===== src/rtl/work_controller_if.sv =====
// Panel-side bundle for work_controller: key pulses in, run-state levels out.
interface work_controller_if;
  logic       key_inc;
  logic       key_confirm;
  logic       key_start;
  logic       key_stop;
  logic       work_mode;
  logic       start;
  logic       finish;
  logic       stop;
  logic [1:0] finish_set;
  logic [3:0] remain;
  logic [1:0] round_left;

  modport master (
    output key_inc, key_confirm, key_start, key_stop,
    input  work_mode, start, finish, stop, finish_set, remain, round_left
  );

  modport slave (
    input  key_inc, key_confirm, key_start, key_stop,
    output work_mode, start, finish, stop, finish_set, remain, round_left
  );
endinterface


===== src/rtl/work_controller.sv =====
// Washer front-panel sequencer: settings entry, run/pause/stop control and
// the per-second countdown over dur x reps rounds.
module work_controller #(
  parameter int TICK_CYCLES = 100_000_000
) (
  input logic             sys_clk,
  input logic             sys_rst,
  work_controller_if.slave bus
);

  localparam int CNT_W = (TICK_CYCLES > 1) ? $clog2(TICK_CYCLES) : 1;
  localparam logic [CNT_W-1:0] CNT_LAST = CNT_W'(TICK_CYCLES - 1);

  localparam logic [2:0] S_SET0    = 3'd0;
  localparam logic [2:0] S_SET1    = 3'd1;
  localparam logic [2:0] S_READY   = 3'd2;
  localparam logic [2:0] S_RUN     = 3'd3;
  localparam logic [2:0] S_PAUSE   = 3'd4;
  localparam logic [2:0] S_DONE    = 3'd5;
  localparam logic [2:0] S_STOPPED = 3'd6;

  logic [2:0]       state, state_n;
  logic [3:0]       dur, dur_n;
  logic [1:0]       reps, reps_n;
  logic [3:0]       remain, remain_n;
  logic [1:0]       round_left, round_left_n;
  logic [CNT_W-1:0] tick_cnt, tick_cnt_n;

  logic stop_ok, start_ok, confirm_ok, inc_ok;
  logic do_stop, do_start, do_confirm, do_inc;
  logic tick, final_tick;

  // Key arbitration, countdown and next-state selection.
  always_comb begin
    state_n      = state;
    dur_n        = dur;
    reps_n       = reps;
    remain_n     = remain;
    round_left_n = round_left;
    tick_cnt_n   = '0;

    stop_ok    = (state == S_READY) || (state == S_RUN) || (state == S_PAUSE);
    start_ok   = stop_ok;
    confirm_ok = (state == S_SET0) || (state == S_SET1) ||
                 (state == S_DONE) || (state == S_STOPPED);
    inc_ok     = (state == S_SET0) || (state == S_SET1);

    // Only the highest-priority key that means something here acts.
    do_stop    = bus.key_stop    && stop_ok;
    do_start   = bus.key_start   && start_ok   && !do_stop;
    do_confirm = bus.key_confirm && confirm_ok && !do_stop && !do_start;
    do_inc     = bus.key_inc     && inc_ok     && !do_stop && !do_start && !do_confirm;

    tick       = (state == S_RUN) && (tick_cnt == CNT_LAST);
    final_tick = tick && (remain == 4'd1) && (round_left == 2'd1);

    // The tick is applied before any key so a coinciding pause sees its result.
    if (state == S_RUN) begin
      tick_cnt_n = tick ? '0 : tick_cnt + CNT_W'(1);
      if (tick) begin
        if (remain > 4'd1) begin
          remain_n = remain - 4'd1;
        end else if (round_left > 2'd1) begin
          round_left_n = round_left - 2'd1;
          remain_n     = dur;
        end else begin
          remain_n     = 4'd0;
          round_left_n = 2'd0;
          state_n      = S_DONE;
        end
      end
    end else if (state == S_PAUSE) begin
      tick_cnt_n = tick_cnt;
    end

    if (do_stop) begin
      state_n      = S_STOPPED;
      remain_n     = 4'd0;
      round_left_n = 2'd0;
    end else if (do_start) begin
      unique case (state)
        S_READY: begin
          state_n      = S_RUN;
          remain_n     = dur;
          round_left_n = reps;
          tick_cnt_n   = '0;
        end
        S_RUN:   if (!final_tick) state_n = S_PAUSE;
        S_PAUSE: state_n = S_RUN;
        default: ;
      endcase
    end else if (do_confirm) begin
      unique case (state)
        S_SET0:    state_n = S_SET1;
        S_SET1:    state_n = S_READY;
        S_DONE:    state_n = S_SET0;
        S_STOPPED: state_n = S_SET0;
        default:   ;
      endcase
    end else if (do_inc) begin
      if (state == S_SET0) begin
        dur_n = (dur == 4'd15) ? 4'd1 : dur + 4'd1;
      end else begin
        reps_n = (reps == 2'd3) ? 2'd1 : reps + 2'd1;
      end
    end

    // The second counter only carries meaning while a job is live.
    if ((state_n != S_RUN) && (state_n != S_PAUSE)) begin
      tick_cnt_n = '0;
    end
  end

  // State, settings and countdown registers.
  always_ff @(posedge sys_clk or posedge sys_rst) begin
    if (sys_rst) begin
      state      <= S_SET0;
      dur        <= 4'd5;
      reps       <= 2'd1;
      remain     <= 4'd0;
      round_left <= 2'd0;
      tick_cnt   <= '0;
    end else begin
      state      <= state_n;
      dur        <= dur_n;
      reps       <= reps_n;
      remain     <= remain_n;
      round_left <= round_left_n;
      tick_cnt   <= tick_cnt_n;
    end
  end

  // Indicator levels decoded straight from the state register.
  always_comb begin
    bus.work_mode  = (state == S_RUN) || (state == S_PAUSE);
    bus.start      = (state == S_RUN);
    bus.finish     = (state == S_DONE);
    bus.stop       = (state == S_STOPPED);
    bus.finish_set = 2'd0;
    if (state == S_SET1) begin
      bus.finish_set = 2'd1;
    end else if ((state == S_READY) || (state == S_RUN) ||
                 (state == S_PAUSE) || (state == S_DONE)) begin
      bus.finish_set = 2'd2;
    end
    bus.remain     = remain;
    bus.round_left = round_left;
  end

endmodule


===== src/flat_wrapper.sv =====
// flat-port wrapper written by rule: the top's interface ports become plain ports
module work_controller_flat 
#(
  parameter int TICK_CYCLES = 100_000_000
)
  (sys_clk, sys_rst, bus_key_inc, bus_key_confirm, bus_key_start, bus_key_stop, bus_work_mode, bus_start, bus_finish, bus_stop, bus_finish_set, bus_remain, bus_round_left);
  work_controller_if bus_i ();
  input logic sys_clk;
  input logic sys_rst;
  input wire logic [$bits(bus_i.key_inc)-1:0] bus_key_inc;
  input wire logic [$bits(bus_i.key_confirm)-1:0] bus_key_confirm;
  input wire logic [$bits(bus_i.key_start)-1:0] bus_key_start;
  input wire logic [$bits(bus_i.key_stop)-1:0] bus_key_stop;
  output wire logic [$bits(bus_i.work_mode)-1:0] bus_work_mode;
  output wire logic [$bits(bus_i.start)-1:0] bus_start;
  output wire logic [$bits(bus_i.finish)-1:0] bus_finish;
  output wire logic [$bits(bus_i.stop)-1:0] bus_stop;
  output wire logic [$bits(bus_i.finish_set)-1:0] bus_finish_set;
  output wire logic [$bits(bus_i.remain)-1:0] bus_remain;
  output wire logic [$bits(bus_i.round_left)-1:0] bus_round_left;
  assign bus_i.key_inc = bus_key_inc;
  assign bus_i.key_confirm = bus_key_confirm;
  assign bus_i.key_start = bus_key_start;
  assign bus_i.key_stop = bus_key_stop;
  assign bus_work_mode = bus_i.work_mode;
  assign bus_start = bus_i.start;
  assign bus_finish = bus_i.finish;
  assign bus_stop = bus_i.stop;
  assign bus_finish_set = bus_i.finish_set;
  assign bus_remain = bus_i.remain;
  assign bus_round_left = bus_i.round_left;
  work_controller #(.TICK_CYCLES(TICK_CYCLES)) u_core (.sys_clk(sys_clk), .sys_rst(sys_rst), .bus(bus_i));
endmodule

===== config.mk =====
export PLATFORM = sky130hd
export DESIGN_NAME = work_controller_flat
export DESIGN_NICKNAME = d
export VERILOG_FILES = /design/src/rtl/work_controller_if.sv /design/src/rtl/work_controller.sv /design/src/flat_wrapper.sv
export SDC_FILE = /design/constraint.sdc
export NUM_CORES = 1
export LEC_CHECK = 0
export CORE_MARGIN = 8
export CORE_UTILIZATION = 30
export CTS_CLUSTER_SIZE = 30
export DETAILED_ROUTE_END_ITERATION = 6
export PLACE_DENSITY_LB_ADDON = 0.3
export SYNTH_ARGS = -nofsm -noshare
export SYNTH_HDL_FRONTEND = slang
export SYNTH_SLANG_ARGS = --single-unit

===== constraint.sdc =====
create_clock -name sys_clk -period 2.62 [get_ports sys_clk]
set_clock_uncertainty 0.05 [all_clocks]
set_input_delay 0.393 -clock sys_clk [delete_from_list [all_inputs] [get_ports sys_clk]]
set_output_delay 0.393 -clock sys_clk [all_outputs]
set_load 0.02 [all_outputs]

==> impl_results.md, run 1 <==
- Status: finished clean
- Routability Congestion: 0.854
- Startpoint types: register
- Synthesized Nets: 368
- FF-to-FF path depth: 8
- Syn Inst Count: 355
- GR Overflow Total: 0
- XOR/XNOR Fraction of Synth Area: 0.00583
- R2r startpoint: u_core.tick_cnt[19]$_DFF_PP0_
- Final cell count without fillers: 527
- Ant diodes: 0
- CP endpoint kind: primary output
- Total routed wirelength: 8.18 mm
- Max Cap Viol: 0
- DP HPWL: 5.99 mm
- Synth cell count leaders: dfrtp_1 (39), nand2_1 (36), a21oi_1 (31), o21ai_0 (27), nor2_1 (24)
- Asr flop ratio synth: 1.00
- Clock tree buffer depth: 2
- Worst skew pair latency: 0.30 ns
- Ys Warns: 0
- Synthesized flop and latch total: 42
- Post-CTS Hold Fix Bufs: 0
- Setup violations, final: 0
- First-pass GRT wire length: 13.7 mm
- RSZ-0062 raised after global routing: yes
- Setup CP Type: reg2out
- Crit-path cells: or3_1 > nand2_1 > clkdlybuf4s50_1
- Transition time of the tightest slew-check pin: 0.568 ns
- Worst EP arrival: 2.06 ns
- Ports: 18
- CP Max Fanout: 11
- Post-synth cell types: 62
- Sequential Power Share: 0.301
- Sw frac: 0.445
- CP peak stage delay: 0.64 ns
- Vias in the first global route: 2,727
- Top routing layer in use: met4
- Final period utilization: 0.957
- Wire per inst: 15.5 µm
- CTS tree: done
- R2R Setup Slk: 0.12 ns
- Power density over cell area: 787 nW/µm²
- Fin. max-slew vios: 0
- Sw Pwr: 1.28 mW
- Mean area per synthesized cell: 8.47 µm²
- Critical Path RT: 2.18 ns
- Compound-Gate Fraction of Synth Area: 0.278
- Num CTS Buffers: 5
- WL met1: 3.83 mm
- Final TNS setup: 0 ns
- Synth top area cells: dfrtp_1 (32%), a21oi_1 (5.2%), nand2_1 (4.5%)
- Port buffer count: 17
- Post-Synth Simple-Gate Area: 0.267
- Drt first pass iters: 4
- Final hold slack: 0.315 ns
- Max frequency: 0.399 GHz
- GR Util All Layers: 0.127
- # clock sinks: 42
- Met2 Wirelength: 3.84 mm
- Die W: 116 µm
- Peak supply drop: 0.305 mV
- Crit path time final: 2.51 ns
- Root buffer cell: clkbuf_8
- Die Y: 116 µm
- P_int: 1.59 mW
- Flip-flop and latch area: 1060 µm²
- Multi-input gate area: 1810 µm²
- DR WL met3: 315 µm
- Mapped cell area: 3010 µm²
- CTS H-tree depth: 2
- Iteration-0 DRC Markers: 244
- Synth-to-layout area growth: 21.2%
- Setup bufs post-CTS: 0
- Cell with the most instances after synthesis: dfrtp_1
- Layout cells sized above 1: 0.201
- Cell taking the most area after synthesis: dfrtp_1
- Clock power frac: 0.176
- Clock-pin slew on the worst setup and hold paths: 0.08 ns
- EDFF count, synth: 0
- Initial antenna violation count: 0
- Filler Cell Count: 1,034
- Crit-path slowest cell: clkdlybuf4s50_1
- Post-layout net count: 406
- Die area: 13,500 µm²
- Largest family of logic cells by synthesized area: compound AO/OA/AOI/OAI gates
- Multiplexer share of the synthesized area: 0.0137
- Gate power share: 0.523
- Initial core utilization: 0.309
- Inst Count DP: 519
- Row count: 36
- Vias/cell: 5.40
- Adder-Cell Fraction of Synth Area: 0.0291
- Sequential fraction of the synthesis area: 0.351
- Yosys top cell area share: 0.325
- Largest net degree at the start of global routing: 22
- Vias after detailed routing: 2,845
- Main flop type after synthesis: dfrtp_1
- Min-delay worst type: in2async
- DRC viols: 0
- Tot Pwr: 2.87 mW
- P_leak: 1.37 nW
- Core area: 9730 µm²
- Rel. slew slack: 0.617
- Routed Antenna Nets: 0
- Final hold vios: 0
- FF-to-FF End: u_core.tick_cnt[17]$_DFF_PP0_
==> stage by stage <==
step,setup WS [ns],utilization,area (µm²)
5_1_grt,-0.0255,0.374,3640
6_report,0.112,0.374,3640
4_1_cts,0.0959,0.372,3620
2_1_floorplan,0.286,-,3010
3_5_place_dp,0.105,0.360,3500
3_3_place_gp,0.0760,0.360,3500
==> cells by family (layout without fill, tap and decap cells) <==
logic type	after synthesis	after routing
xor gates and xnor gates	2	2
adders and majority gates	7	7
DFF	42	42
muxes	4	4
AOI/OAI and AO/OA	122	122
and+or+nand+nor	143	143
buffers and inverters	35	74
==> worst max-delay path: cells and delay by family, from the launching register on <==
family                 cells  cell delay (ns)
buffers and inverters      1             0.64
AND/OR/NAND/NOR            2             0.61
flip-flops                 1             0.50
==> power by group through the flow <==
stage	registers (mW)	clock network [mW]	logic [mW]
after floorplan	0.847	0	0.989
after global placement	0.870	0	1.48
after detailed placement	0.873	0	1.50
after CTS	0.863	0.524	1.50
after global routing	0.885	0.541	1.64
final	0.864	0.506	1.50
==> routing by layer <==
metal	GRT usage	vias up
li1	-	1404
met2	0.204	56
met4	0.0527	0
met1	0.166	1371
met3	0.0176	14
met5	0	-
==> flip-flops by register name, indices dropped and copies added, names as in the netlist <==
signal,flops
u_core.bus.remain,4
u_core.dur,4
u_core.tick_cnt,27
u_core.reps,2
u_core.state,3
u_core.bus.round_left,2
==> cell usage in the layout (no fill, tap or decap), types with 4 or more instances in the layout <==
| master | instances |
|---|---|
| a211oi_1 | 4 |
| a21oi_1 | 30 |
| a21oi_2 | 12 |
| a22oi_1 | 6 |
| a31oi_1 | 4 |
| and3_1 | 7 |
| buf_4 | 29 |
| clkbuf_8 | 8 |
| clkdlybuf4s50_1 | 17 |
| dfrtp_1 | 38 |
| ha_1 | 6 |
| inv_1 | 15 |
| nand2_1 | 36 |
| nand3_1 | 13 |
| nand4_1 | 12 |
| nor2_1 | 23 |
| nor2b_1 | 4 |
| nor3_1 | 11 |
| nor4_1 | 5 |
| o211ai_1 | 4 |
| o21ai_0 | 27 |
| o2bb2ai_1 | 8 |
==> worst max-delay path by stage <==
stage                                      start                       endpoint  slack [ns]  cells past startpoint
floorplan           u_core.tick_cnt[0]$_DFF_PP0_  u_core.tick_cnt[12]$_DFF_PP0_        0.29                     10
global placement       u_core.state[2]$_DFF_PP0_      u_core.dur[1]$_DFFE_PP0P_        0.08                      7
detailed placement     u_core.state[2]$_DFF_PP0_      u_core.dur[1]$_DFFE_PP0P_        0.11                      7
CTS                    u_core.state[1]$_DFF_PP0_                  bus_work_mode         0.1                      3
global route        u_core.tick_cnt[0]$_DFF_PP0_  u_core.tick_cnt[17]$_DFF_PP0_       -0.03                      9
finish                 u_core.state[1]$_DFF_PP0_                  bus_work_mode        0.11                      3
==> repair_timing <==
| item | 4_1_cts | 5_1_grt |
|---|---|---|
| pin swaps | 0 | 3 |
| endpoints found under the setup margin | 1 | 21 |
| resized for setup | 1 | 7 |
| hold endpoints to repair | 0 | 0 |
==> layout make-up <==
type,count,share of cell area
clock buffer,8,0.0302
multi-input combinational,278,0.498
timing repair buffer,48,0.117
sequential,42,0.290
inverter,18,0.0192
tap,133,0.0457
Note: power is estimated with default switching activity, not from simulation.
==> inputs of run 2 (changes only) <==
Settings changed: REMOVE_ABC_BUFFERS set to 1, SLEW_MARGIN set to 20.
==> impl_results.md, run 2 (synthesized netlist as in run 1, its figures left out) <==
- Status: finished clean
- Largest regs: u_core.tick_cnt x27, u_core.bus.remain x4, u_core.dur x4
- Drt first pass iters: 5
- Routed Antenna Nets: 0
- Ports: 18
- Vias after detailed routing: 2,875
- Ant diodes: 0
- Met2 Wirelength: 4.03 mm
- Vias in the first global route: 2,699
- DRC viols: 0
- Critical Path RT: 2.18 ns
- Crit-path cells: buf_4 > or3_1 > nand2_1 > clkdlybuf4s50_1
- Synth-to-layout area growth: 20.4%
- Peak supply drop: 0.436 mV
- Final hold vios: 0
- Setup CP Type: reg2out
- Layout cells sized above 1: 0.185
- Top reg by flops: u_core.tick_cnt
- CTS H-tree depth: 2
- Die area: 13,500 µm²
- Power density over cell area: 818 nW/µm²
- P_leak: 1.36 nW
- # clock sinks: 42
- R2R Setup Slk: 0.16 ns
- WL met1: 3.92 mm
- Routability Congestion: 0.918
- Row count: 36
- Max reg flops: 27
- Fin. max-slew vios: 0
- DR WL met3: 373 µm
- Final cell utilization of the core: 0.372
- Most frequent cells in the layout: dfrtp_1 (39), nand2_1 (36), a21oi_1 (30), buf_4 (30), o21ai_0 (27)
- Inst Count DP: 516
- Transition time of the tightest slew-check pin: 0.667 ns
- Total routed wirelength: 8.44 mm
- Die W: 116 µm
- Final cell count without fillers: 527
- CP peak stage delay: 0.61 ns
- Initial core utilization: 0.309
- R2r startpoint: u_core.tick_cnt[0]$_DFF_PP0_
- CP endpoint kind: primary output
- Clock-pin slew on the worst setup and hold paths: 0.09 ns
- Largest net degree at the start of global routing: 28
- Root buffer cell: clkbuf_8
- Rel. slew slack: 0.552
- Wire per inst: 16.0 µm
- Flip-flop and latch area: 1050 µm²
- Final period utilization: 0.941
- Post-CTS Hold Fix Bufs: 0
- Num CTS Buffers: 5
- Core area: 9730 µm²
- FF-to-FF End: u_core.tick_cnt[17]$_DFF_PP0_
- GR Util All Layers: 0.127
- Iteration-0 DRC Markers: 233
- GR Overflow Total: 0
- Worst skew pair latency: 0.30 ns
- Clock tree buffer depth: 2
- Startpoint types: register
- Port buffer count: 17
- Min-delay worst type: in2async
- Filler Cell Count: 1,018
- DP HPWL: 5.99 mm
- Max frequency: 0.406 GHz
- Vias/cell: 5.46
- Most common cell after layout, fill and taps aside: dfrtp_1
- Setup violations, final: 0
- Post-layout net count: 406
- Die Y: 116 µm
- Top routing layer in use: met4
- First-pass GRT wire length: 13.6 mm
- CTS tree: done
- CP Max Fanout: 15
- Initial antenna violation count: 0
- Crit-path slowest cell: clkdlybuf4s50_1
- Worst EP arrival: 2.02 ns
- FF-to-FF path depth: 8
- Multi-input gate area: 1820 µm²
- Max Cap Viol: 0
- Crit path time final: 2.46 ns
run 2: changes by cell type in the layout (fill, tap and decap cells not counted), sizes merged:
| cell | before | now |
|---|---|---|
| buf | 31 | 30 |
| clkbuf | 8 | 7 |
| nand2 | 37 | 38 |
| bufinv | 0 | 1 |
run 2: area by class of cell:
class | instances | share of cell area
timing repair buffer | 47 | 0.109
multi-input combinational | 279 | 0.503
sequential | 42 | 0.291
tap | 133 | 0.0460
inverter | 18 | 0.0187
clock inverter | 1 | 0.00830
clock buffer | 7 | 0.0239
run 2: report_power, final:
group          total [mW]  internal [mW]  switching, mW  leakage (nW)
sequential          0.820          0.737         0.0831         0.566
clock               0.550          0.311          0.239        0.0585
combinational        1.59          0.579           1.01         0.735
total                2.96           1.63           1.33          1.36
run 2: metal layers:
metal,up-vias,track usage
met5,-,0
met4,0,0.0432
met3,9,0.0181
met2,74,0.207
met1,1386,0.167
li1,1406,-
run 2: through the flow:
stage                     power (mW)  TNS (ns)  hold WS (ns)  cell area (µm²)  setup WS [ns]
after floorplan                 1.73    -20.77         0.402             2910          -1.04
after global placement          2.28         0         0.417             3460          0.119
after detailed placement        2.29         0         0.425             3460         0.0113
after CTS                       2.88         0         0.301             3580         0.0789
after global routing            3.17   -0.0755         0.331             3620        -0.0165
final                           2.96         0         0.294             3620          0.155
run 2: worst max-delay path by stage:
stage / start / endpoint / slack (ns) / cells past startpoint
floorplan: u_core.state[0]$_DFF_PP0_ / u_core.tick_cnt[10]$_DFF_PP0_ / -1.04 / 7
global placement: u_core.tick_cnt[0]$_DFF_PP0_ / u_core.tick_cnt[24]$_DFF_PP0_ / 0.12 / 8
detailed placement: u_core.tick_cnt[0]$_DFF_PP0_ / u_core.tick_cnt[0]$_DFF_PP0_ / 0.01 / 8
CTS: u_core.tick_cnt[0]$_DFF_PP0_ / u_core.tick_cnt[24]$_DFF_PP0_ / 0.08 / 8
global route: u_core.tick_cnt[0]$_DFF_PP0_ / u_core.tick_cnt[26]$_DFF_PP0_ / -0.02 / 8
finish: u_core.state[1]$_DFF_PP0_ / bus_work_mode / 0.16 / 4
run 2: repair_timing:
action | CTS | global route
setup buffers | 0 | 2
resized for setup | 1 | 1
cloned | 0 | 1
pin swaps | 0 | 4
endpoints found under the setup margin | 1 | 14
run 2: worst max-delay path, delay by kind of cell (launching register included):
kind                   cells  cell delay [ns]
buffers and inverters      2             0.80
DFF                        1             0.39
and+or+nand+nor            2             0.53
==> inputs of run 3 (changes only) <==
==> constraint.sdc (replaced) <==
create_clock -name sys_clk -period 2.62 [get_ports sys_clk]
set_clock_uncertainty 0.05 [all_clocks]
set_input_delay 0.655 -clock sys_clk [delete_from_list [all_inputs] [get_ports sys_clk]]
set_output_delay 0.655 -clock sys_clk [all_outputs]
set_load 0.02 [all_outputs]
==> impl_results.md, run 3 (synthesized netlist as in run 1, its figures left out) <==
- Final cell count without fillers: 529
- Met2 Wirelength: 3.65 mm
- GR Util All Layers: 0.125
- Die area: 13,500 µm²
- Core area: 9730 µm²
- Setup CP Type: reg2out
- CP peak stage delay: 0.61 ns
- Setup bufs post-CTS: 0
- Sequential Power Share: 0.293
- Max reg flops: 27
- Final period utilization: 0.947
- Top reg by flops: u_core.tick_cnt
- Row count: 36
- Vias/cell: 5.38
- Clock tree buffer depth: 2
- Most frequent cells in the layout: dfrtp_1 (38), nand2_1 (36), buf_4 (33)
- Post-route design area: 3620 µm²
- Clock-pin slew on the worst setup and hold paths: 0.09 ns
- CTS tree: done
- Largest regs: u_core.tick_cnt x27, u_core.bus.remain x4, u_core.dur x4
- Routability Congestion: 0.865
- Multi-input gate area: 1800 µm²
- First-pass GRT wire length: 13.6 mm
- Vias after detailed routing: 2,845
- Crit-path slowest cell: clkdlybuf4s50_1
- Ant diodes: 0
- Gate power share: 0.523
- Crit-path cells: nor2b_1 > buf_4 > and2_1 > clkdlybuf4s50_1
- Wire per inst: 15.2 µm
- Min-delay worst type: reg2reg
- Root buffer cell: clkbuf_8
- Inst Count DP: 521
- DP HPWL: 5.83 mm
- RSZ-0062 raised after global routing: no
- Routed Antenna Nets: 0
- Flip-flop and latch area: 1060 µm²
- Final hold vios: 0
- Iteration-0 DRC Markers: 264
- Fin. max-slew vios: 0
- P_leak: 1.37 nW
- Clock power frac: 0.184
- Vias in the first global route: 2,752
- Layout cells sized above 1: 0.192
- DRC viols: 0
- Initial core utilization: 0.309
- Peak supply drop: 0.417 mV
- Worst slack at placement: -0.0165 ns
- Sw frac: 0.451
- GR Overflow Total: 0
- FF-to-FF path depth: 8
- Setup violations, final: 0
- Worst EP arrival: 1.78 ns
- Drt first pass iters: 4
- Rel. slew slack: 0.583
- Post-CTS Hold Fix Bufs: 0
- Max frequency: 0.403 GHz
- Port buffer count: 17
- Post-layout net count: 408
- Synth-to-layout area growth: 20.3%
- Die W: 116 µm
- DR WL met3: 291 µm
- Startpoint types: register
- Status: finished clean
- # clock sinks: 42
- WL met1: 4.01 mm
- Num CTS Buffers: 5
- Top routing layer in use: met4
- Filler Cell Count: 1,026
- Largest net degree at the start of global routing: 43
- Total routed wirelength: 8.05 mm
- Power density over cell area: 781 nW/µm²
- Ports: 18
- Initial antenna violation count: 0
- Final setup margin: 0.138 ns
- Crit path time final: 2.48 ns
- Placed cell areas: 3490 µm²
- Critical Path RT: 1.91 ns
- Hold Path Depth: 2
- CP endpoint kind: primary output
- Max Cap Viol: 0
- Transition time of the tightest slew-check pin: 0.620 ns
- Most common cell after layout, fill and taps aside: dfrtp_1
- Sw Pwr: 1.28 mW
- CP Max Fanout: 3
- R2R Setup Slk: 0.18 ns
- CTS H-tree depth: 2
- Worst skew pair latency: 0.30 ns
- P_int: 1.55 mW
- Die Y: 116 µm
-- run 3: cell type report --
type	count	share of cell area
clock buffers	7	0.0211
clock inverters	1	0.00830
well taps	133	0.0460
multi-input cells	278	0.499
repair buffers	50	0.115
inverters	18	0.0187
flip-flops and latches	42	0.292
-- run 3: worst max-delay path, delay by kind of cell, from the launching register on --
family	cells	cell delay [ns]
buf+inv	2	0.77
simple gates	2	0.30
flops	1	0.41
-- run 3: per-stage QoR --
| stage | utilization | TNS (ns) | total power [mW] | hold WS [ns] |
|---|---|---|---|---|
| global route | 0.372 | 0 | 3.02 | 0.448 |
| global placement | 0.359 | -0.0262 | 2.28 | 0.416 |
| detailed placement | 0.359 | -0.0394 | 2.29 | 0.421 |
| floorplan | - | -20.77 | 1.73 | 0.402 |
| CTS | 0.370 | 0 | 2.82 | 0.439 |
| finish | 0.372 | 0 | 2.83 | 0.441 |
-- run 3: final timing paths --
check,start,to
worst max-delay path,u_core.state[2]$_DFF_PP0_,bus_finish_set[0]
worst min-delay path,u_core.reps[0]$_DFFE_PP1P_,u_core.reps[0]$_DFFE_PP1P_
worst max register to register,u_core.tick_cnt[0]$_DFF_PP0_,u_core.tick_cnt[26]$_DFF_PP0_
worst min register to register,u_core.reps[0]$_DFFE_PP1P_,u_core.reps[0]$_DFFE_PP1P_
max in group asynchronous,sys_rst,u_core.state[1]$_DFF_PP0_
min in group asynchronous,sys_rst,u_core.bus.round_left[0]$_DFF_PP0_
-- run 3: repair_timing --
| action | CTS | global route |
|---|---|---|
| endpoints found under the setup margin | 2 | 10 |
| pin swaps | 0 | 1 |
| hold endpoints to repair | 0 | 0 |
| resized for setup | 2 | 4 |
-- run 3: power groups by stage --
stage | clock network [mW] | registers, mW | logic [mW]
detailed placement | 0 | 0.838 | 1.46
finish | 0.521 | 0.827 | 1.48
global route | 0.561 | 0.844 | 1.62
global placement | 0 | 0.837 | 1.44
floorplan | 0 | 0.879 | 0.852
CTS | 0.542 | 0.826 | 1.45
-- run 3: metal layers --
metal,GRT usage,vias to the layer above
met2,0.198,50
met3,0.0155,5
met4,0.0406,0
met1,0.172,1376
li1,-,1414
met5,0,-
==> RTL edit 1 (config.mk and constraints of run 2) <==
Compare `tick_cnt` against `CNT_LAST` with >= in place of ==.
--- a/src/rtl/work_controller.sv
+++ b/src/rtl/work_controller.sv
@@ -52,5 +52,5 @@
     do_inc     = bus.key_inc     && inc_ok     && !do_stop && !do_start && !do_confirm;
 
-    tick       = (state == S_RUN) && (tick_cnt == CNT_LAST);
+    tick       = (state == S_RUN) && (tick_cnt >= CNT_LAST);
     final_tick = tick && (remain == 4'd1) && (round_left == 2'd1);
 
Behaviour: no difference found for any inputs over 10 cycles, from zero or initial values and one cycle with sys_rst high; that may be too few to reach the edited logic, so the function may still have changed.
==> RTL edit 1 against run 2 <==
Routed wire length decreased by 9.6%. Critical path depth is 6 higher. Worst setup slack lost 0.077 ns. Sequential cell count unchanged. Maximum frequency is 3.0% lower. Area after synthesis shrank 7.0%. Core utilization rose by 3.1 points. Cell area increased by 1.8%. Combinational power increased by 10%. Total power increased by 4.6%. Via count down 3.8%. Hold slack improved by 0.084 ns. Largest power group unchanged.
==> RTL edit 1: results (changes against run 2) <==
[metrics] status: finished, final reports clean
[metrics] Hold Path Class: input port to async pin
[metrics] number of max-cap violations: 0 (unchanged)
[metrics] Place WS: -0.0319 ns (-0.0432 ns)
[metrics] biggest regs: u_core.tick_cnt (27), u_core.bus.remain (4), u_core.dur (4)
[metrics] Routed WL per cell: 14.8 um (-7.5%)
[metrics] leading cell types by total area after synthesis: dfrtp_1 35%, a21oi_1 6.3%, nand2_1 5.4%
[metrics] yosys synthesis warning count: 0 (unchanged)
[metrics] half-perimeter wire length after placement: 5460 um (-8.8%)
[metrics] top cells by instance count after synthesis: 40 x nand2_1, 39 x dfrtp_1, 35 x a21oi_1, 31 x nor2_1, 27 x o21ai_0
[metrics] Static Leakage: 1.56 nW (+14%)
[metrics] starting DRC count in detailed routing: 98 (-58%)
[metrics] number of fill cells: 898 (-12%)
[metrics] worst-case vdd ir drop: 579 uV (+33%)
[metrics] input/output buffers: 17 (unchanged)
[metrics] Via density: 5.37 (-1.6%)
[metrics] synth unique cells: 55 (-11%)
[metrics] vias in the first global route: 2776 (+2.9%)
[metrics] share of final-layout standard cells stronger than drive strength 1: 24.0% (+5.5 points)
[metrics] worst endpoint data arrival time: 2.70 ns (+0.68 ns)
[metrics] global-route wire length before repair: 12900 um (-5.0%)
[metrics] overall routing resource usage: 12.2% (-0.45 points)
[metrics] Final Net Count: 416 (+2.5%)
[metrics] pin count of the biggest net entering global routing: 21 (-25%)
[metrics] DRT Pass-1 Iters: 4 (-1)
[metrics] sequential area share after synthesis: 37.7% (+2.6 points)
[metrics] Max FO, Critical Path: 13 (-2)
[metrics] Tightest Pin Transition: 0.741 ns (+0.0748 ns)
[metrics] final estimated routing congestion in global placement: 0.879 (-4.2%)
[metrics] proportion of synthesized flip-flops having asynchronous set or reset: 100% (unchanged)
[RTL edit 1: worst paths after layout]
path	from	to	slack [ns]	cells after the start
max	u_core.tick_cnt[15]	u_core.tick_cnt[23]	0.08	10
min	sys_rst	u_core.tick_cnt[19]	0.38	2
max reg2reg	u_core.tick_cnt[15]	u_core.tick_cnt[23]	0.08	10
min reg2reg	u_core.reps[0]	u_core.reps[0]	0.48	2
max in group asynchronous	sys_rst	u_core.reps[0]	1.50	3
min in group sys_clk	u_core.reps[0]	u_core.reps[0]	0.48	2
[RTL edit 1: through the flow]
stage	power, W	instances	area [um^2]
3_3_place_gp	0.00240	501	3440
4_1_cts	0.00296	509	3560
6_report	0.00310	515	3680
2_1_floorplan	0.00173	321	2730
5_1_grt	0.00332	515	3680
3_5_place_dp	0.00242	501	3440
[RTL edit 1: cell families after synthesis]
logic type	count (synthesis)	synth area share [%]
AO/OA/AOI/OAI	104	24.9
flip-flops	42	37.7
AND/OR/NAND/NOR	154	28.3
multiplexers	4	1.92
XOR/XNOR	1	0.313
buffers and inverters	23	3.71
adder cells (fa/ha/maj)	7	3.13
[RTL edit 1: what timing repair did]
| action | in CTS | in global routing |
|---|---|---|
| setup buffers | 0 | 5 |
| hold buffers | 0 | 0 |
| pin swaps | 3 | 2 |
| cloned | 0 | 1 |
| gates resized for setup | 3 | 15 |
| endpoints found under the setup margin | 8 | 29 |
[RTL edit 1: cell type report]
cell class	count	share of cell area (%)
clock buffers	5	1.87
clock inverters	3	1.09
inverters	9	0.917
multi-input cells	270	46.2
flip-flops and latches	42	28.7
well taps	111	3.77
repair buffers	75	17.5
[RTL edit 1: worst max-delay path: stages (launching register included)]
cell	delay, ns
dfrtp_1	0.39
nand4_1	0.21
o21ai_1	0.19
a32oi_1	0.12
buf_4	0.17
a2111oi_4	0.32
buf_4	0.19
o311ai_4	0.12
mux2i_4	0.25
buf_12	0.18
nor4_1	0.26
[RTL edit 1: power breakdown]
| group | leakage, nW | switching (W) | internal [W] |
|---|---|---|---|
| Combinational | 0.933 | 0.000978 | 0.000771 |
| Clock | 0.0579 | 0.000237 | 0.000281 |
| Sequential | 0.565 | 0.0000899 | 0.000743 |
[RTL edit 1: per-layer routing]
layer / vias up / share of wire (%) / track usage [%]
met4: 0 / 0.93 / 2.70
met2: 78 / 49 / 21.3
li1: 1390 / - / -
met5: - / 0 / 0
met3: 8 / 4.4 / 2.20
met1: 1289 / 46 / 15.3
==> RTL edit 2 (config.mk and constraints of run 2) <==
Without the edit above. `TICK_CYCLES` is set to 100_000_000 in 2 places; all go to 25_000_000.
--- a/src/rtl/work_controller.sv
+++ b/src/rtl/work_controller.sv
@@ -2,5 +2,5 @@
 // the per-second countdown over dur x reps rounds.
 module work_controller #(
-  parameter int TICK_CYCLES = 100_000_000
+  parameter int TICK_CYCLES = 25_000_000
 ) (
   input logic             sys_clk,
--- a/src/flat_wrapper.sv
+++ b/src/flat_wrapper.sv
@@ -2,5 +2,5 @@
 module work_controller_flat 
 #(
-  parameter int TICK_CYCLES = 100_000_000
+  parameter int TICK_CYCLES = 25_000_000
 )
   (sys_clk, sys_rst, bus_key_inc, bus_key_confirm, bus_key_start, bus_key_stop, bus_work_mode, bus_start, bus_finish, bus_stop, bus_finish_set, bus_remain, bus_round_left);
Behaviour: no difference found for any inputs over 10 cycles, from zero or initial values and one cycle with sys_rst high; that may be too few to reach the edited logic, so the function may still have changed.
==> RTL edit 2 against run 2 <==
Sequential cell count decreased by 2. Cell area decreased by 7.7%. Total power is 4.2% lower. Die area shrank 8.0%. Hold slack better by 0.11 ns. Area after synthesis is 9.2% lower. Routed wire length down 12%. Worst setup slack got worse by 0.031 ns. Global-route usage decreased by 0.90 points.
==> RTL edit 2: results (changes against run 2) <==
[metrics] post-route worst setup slack: 0.124 ns (-0.0309 ns)
[metrics] overall routing resource usage: 11.8% (-0.90 points)
[metrics] clock tree buffer count of the final layout: 6 (-1)
[metrics] share of cell area taken by multi-input logic gates: 48.1% (-2.1 points)
[metrics] fraction of cell area in non-clock buffers: 12.5% (+1.6 points)
[metrics] number of fill cells: 937 (-8.0%)
[metrics] post-synthesis mux area share: 3.12% (+1.7 points)
[metrics] leading cell types by total area after synthesis: dfrtp_1 34%, a21oi_1 5.5%, nor2_1 5.0%
[metrics] Post-Synth Adder-Cell Area: 3.21% (+0.30 points)
[metrics] worst-case vdd ir drop: 470 uV (+7.7%)
[metrics] CTS sink cnt: 40 (-4.8%)
[metrics] pin count of the biggest net entering global routing: 29 (+3.6%)
[metrics] area growth from synthesis to layout: 22.5%
[metrics] fraction of area in clock buffers and inverters: 3.22% (+0.0051 points)
[metrics] Cells after DPL: 470 (-8.9%)
[metrics] met1 wire length: 3420 um (-13%)
[metrics] CP startpoint: u_core.state[2]
[metrics] met3 Usage GRT: 2.85% (+1.0 points)
[metrics] starting DRC count in detailed routing: 103 (-56%)
[metrics] comb_multi_in: 256 (-8.2%)
[metrics] Switch Pwr: 0.00120 W (-9.8%)
[metrics] global-route wire length before repair: 12300 um (-9.6%)
[metrics] category of cells accounting for the largest share of critical-path delay: compound AO/OA/AOI/OAI gates
[metrics] Setup crit end: u_core.tick_cnt[23]
[metrics] top cells by instance count after synthesis: 37 x dfrtp_1, 36 x nor2_1, 30 x a21oi_1, 26 x nand2_1, 26 x o21ai_0
[metrics] half-perimeter wire length after placement: 5360 um (-11%)
[metrics] Tightest Pin Transition: 0.692 ns (+0.0258 ns)
[metrics] Critical Path Slowest Stage Cell: dfrtp_2
[metrics] synthesized-area fraction occupied by ao, oa, aoi and oai cells: 22.1% (-5.7 points)
[metrics] Final Net Count: 379 (-6.7%)
[metrics] biggest regs: u_core.tick_cnt (25), u_core.bus.remain (4), u_core.dur (4)
[metrics] final estimated routing congestion in global placement: 0.843 (-8.1%)
[metrics] Mapped Avg Cell Area: 8.40 um^2 (-0.82%)
[metrics] storage element area: 1010 um^2 (-4.6%)
[metrics] sequential area share after synthesis: 36.8% (+1.7 points)
[metrics] met1 GRT Util: 14.8% (-1.9 points)
[metrics] vias in the first global route: 2513 (-6.9%)
[metrics] placed standard-cell area: 3210 um^2 (-7.1%)
[metrics] Routed WL per cell: 15.5 um (-3.4%)
[metrics] DRT Pass-1 Iters: 4 (-1)
[metrics] Non-Filler Instances: 478 (-9.3%)
[metrics] status: finished, final reports clean
[metrics] Critical Path Max Stage Delay: 0.50 ns (-0.11 ns)
[metrics] Place WS: 0.0320 ns (+0.0206 ns)
[metrics] share of final-layout standard cells stronger than drive strength 1: 19.6% (+1.1 points)
[metrics] met2 demand-to-capacity share in global routing: 19.2% (-1.4 points)
[RTL edit 2: worst min path at each step]
stage / cells past startpoint / end / slack, ns
2_1_floorplan: 1 / u_core.tick_cnt[13] / 0.40
3_3_place_gp: 1 / u_core.tick_cnt[13] / 0.43
3_5_place_dp: 1 / u_core.tick_cnt[13] / 0.44
4_1_cts: 2 / u_core.bus.remain[1] / 0.43
5_1_grt: 2 / u_core.bus.remain[1] / 0.45
6_report: 2 / u_core.bus.remain[1] / 0.41
[RTL edit 2: power groups by stage]
stage	Sequential [W]	Clock [W]	Combinational, W
floorplan	0.000846	0	0.000865
global placement	0.000818	0	0.00149
detailed placement	0.000820	0	0.00151
CTS	0.000812	0.000520	0.00151
global route	0.000832	0.000542	0.00166
finish	0.000816	0.000506	0.00151
[RTL edit 2: cell families after synthesis]
family | count (synthesis)
multiplexers | 7
AND/OR/NAND/NOR | 145
flip-flops | 40
adder cells (fa/ha/maj) | 7
XOR/XNOR | 2
AO/OA/AOI/OAI | 95
buffers and inverters | 29
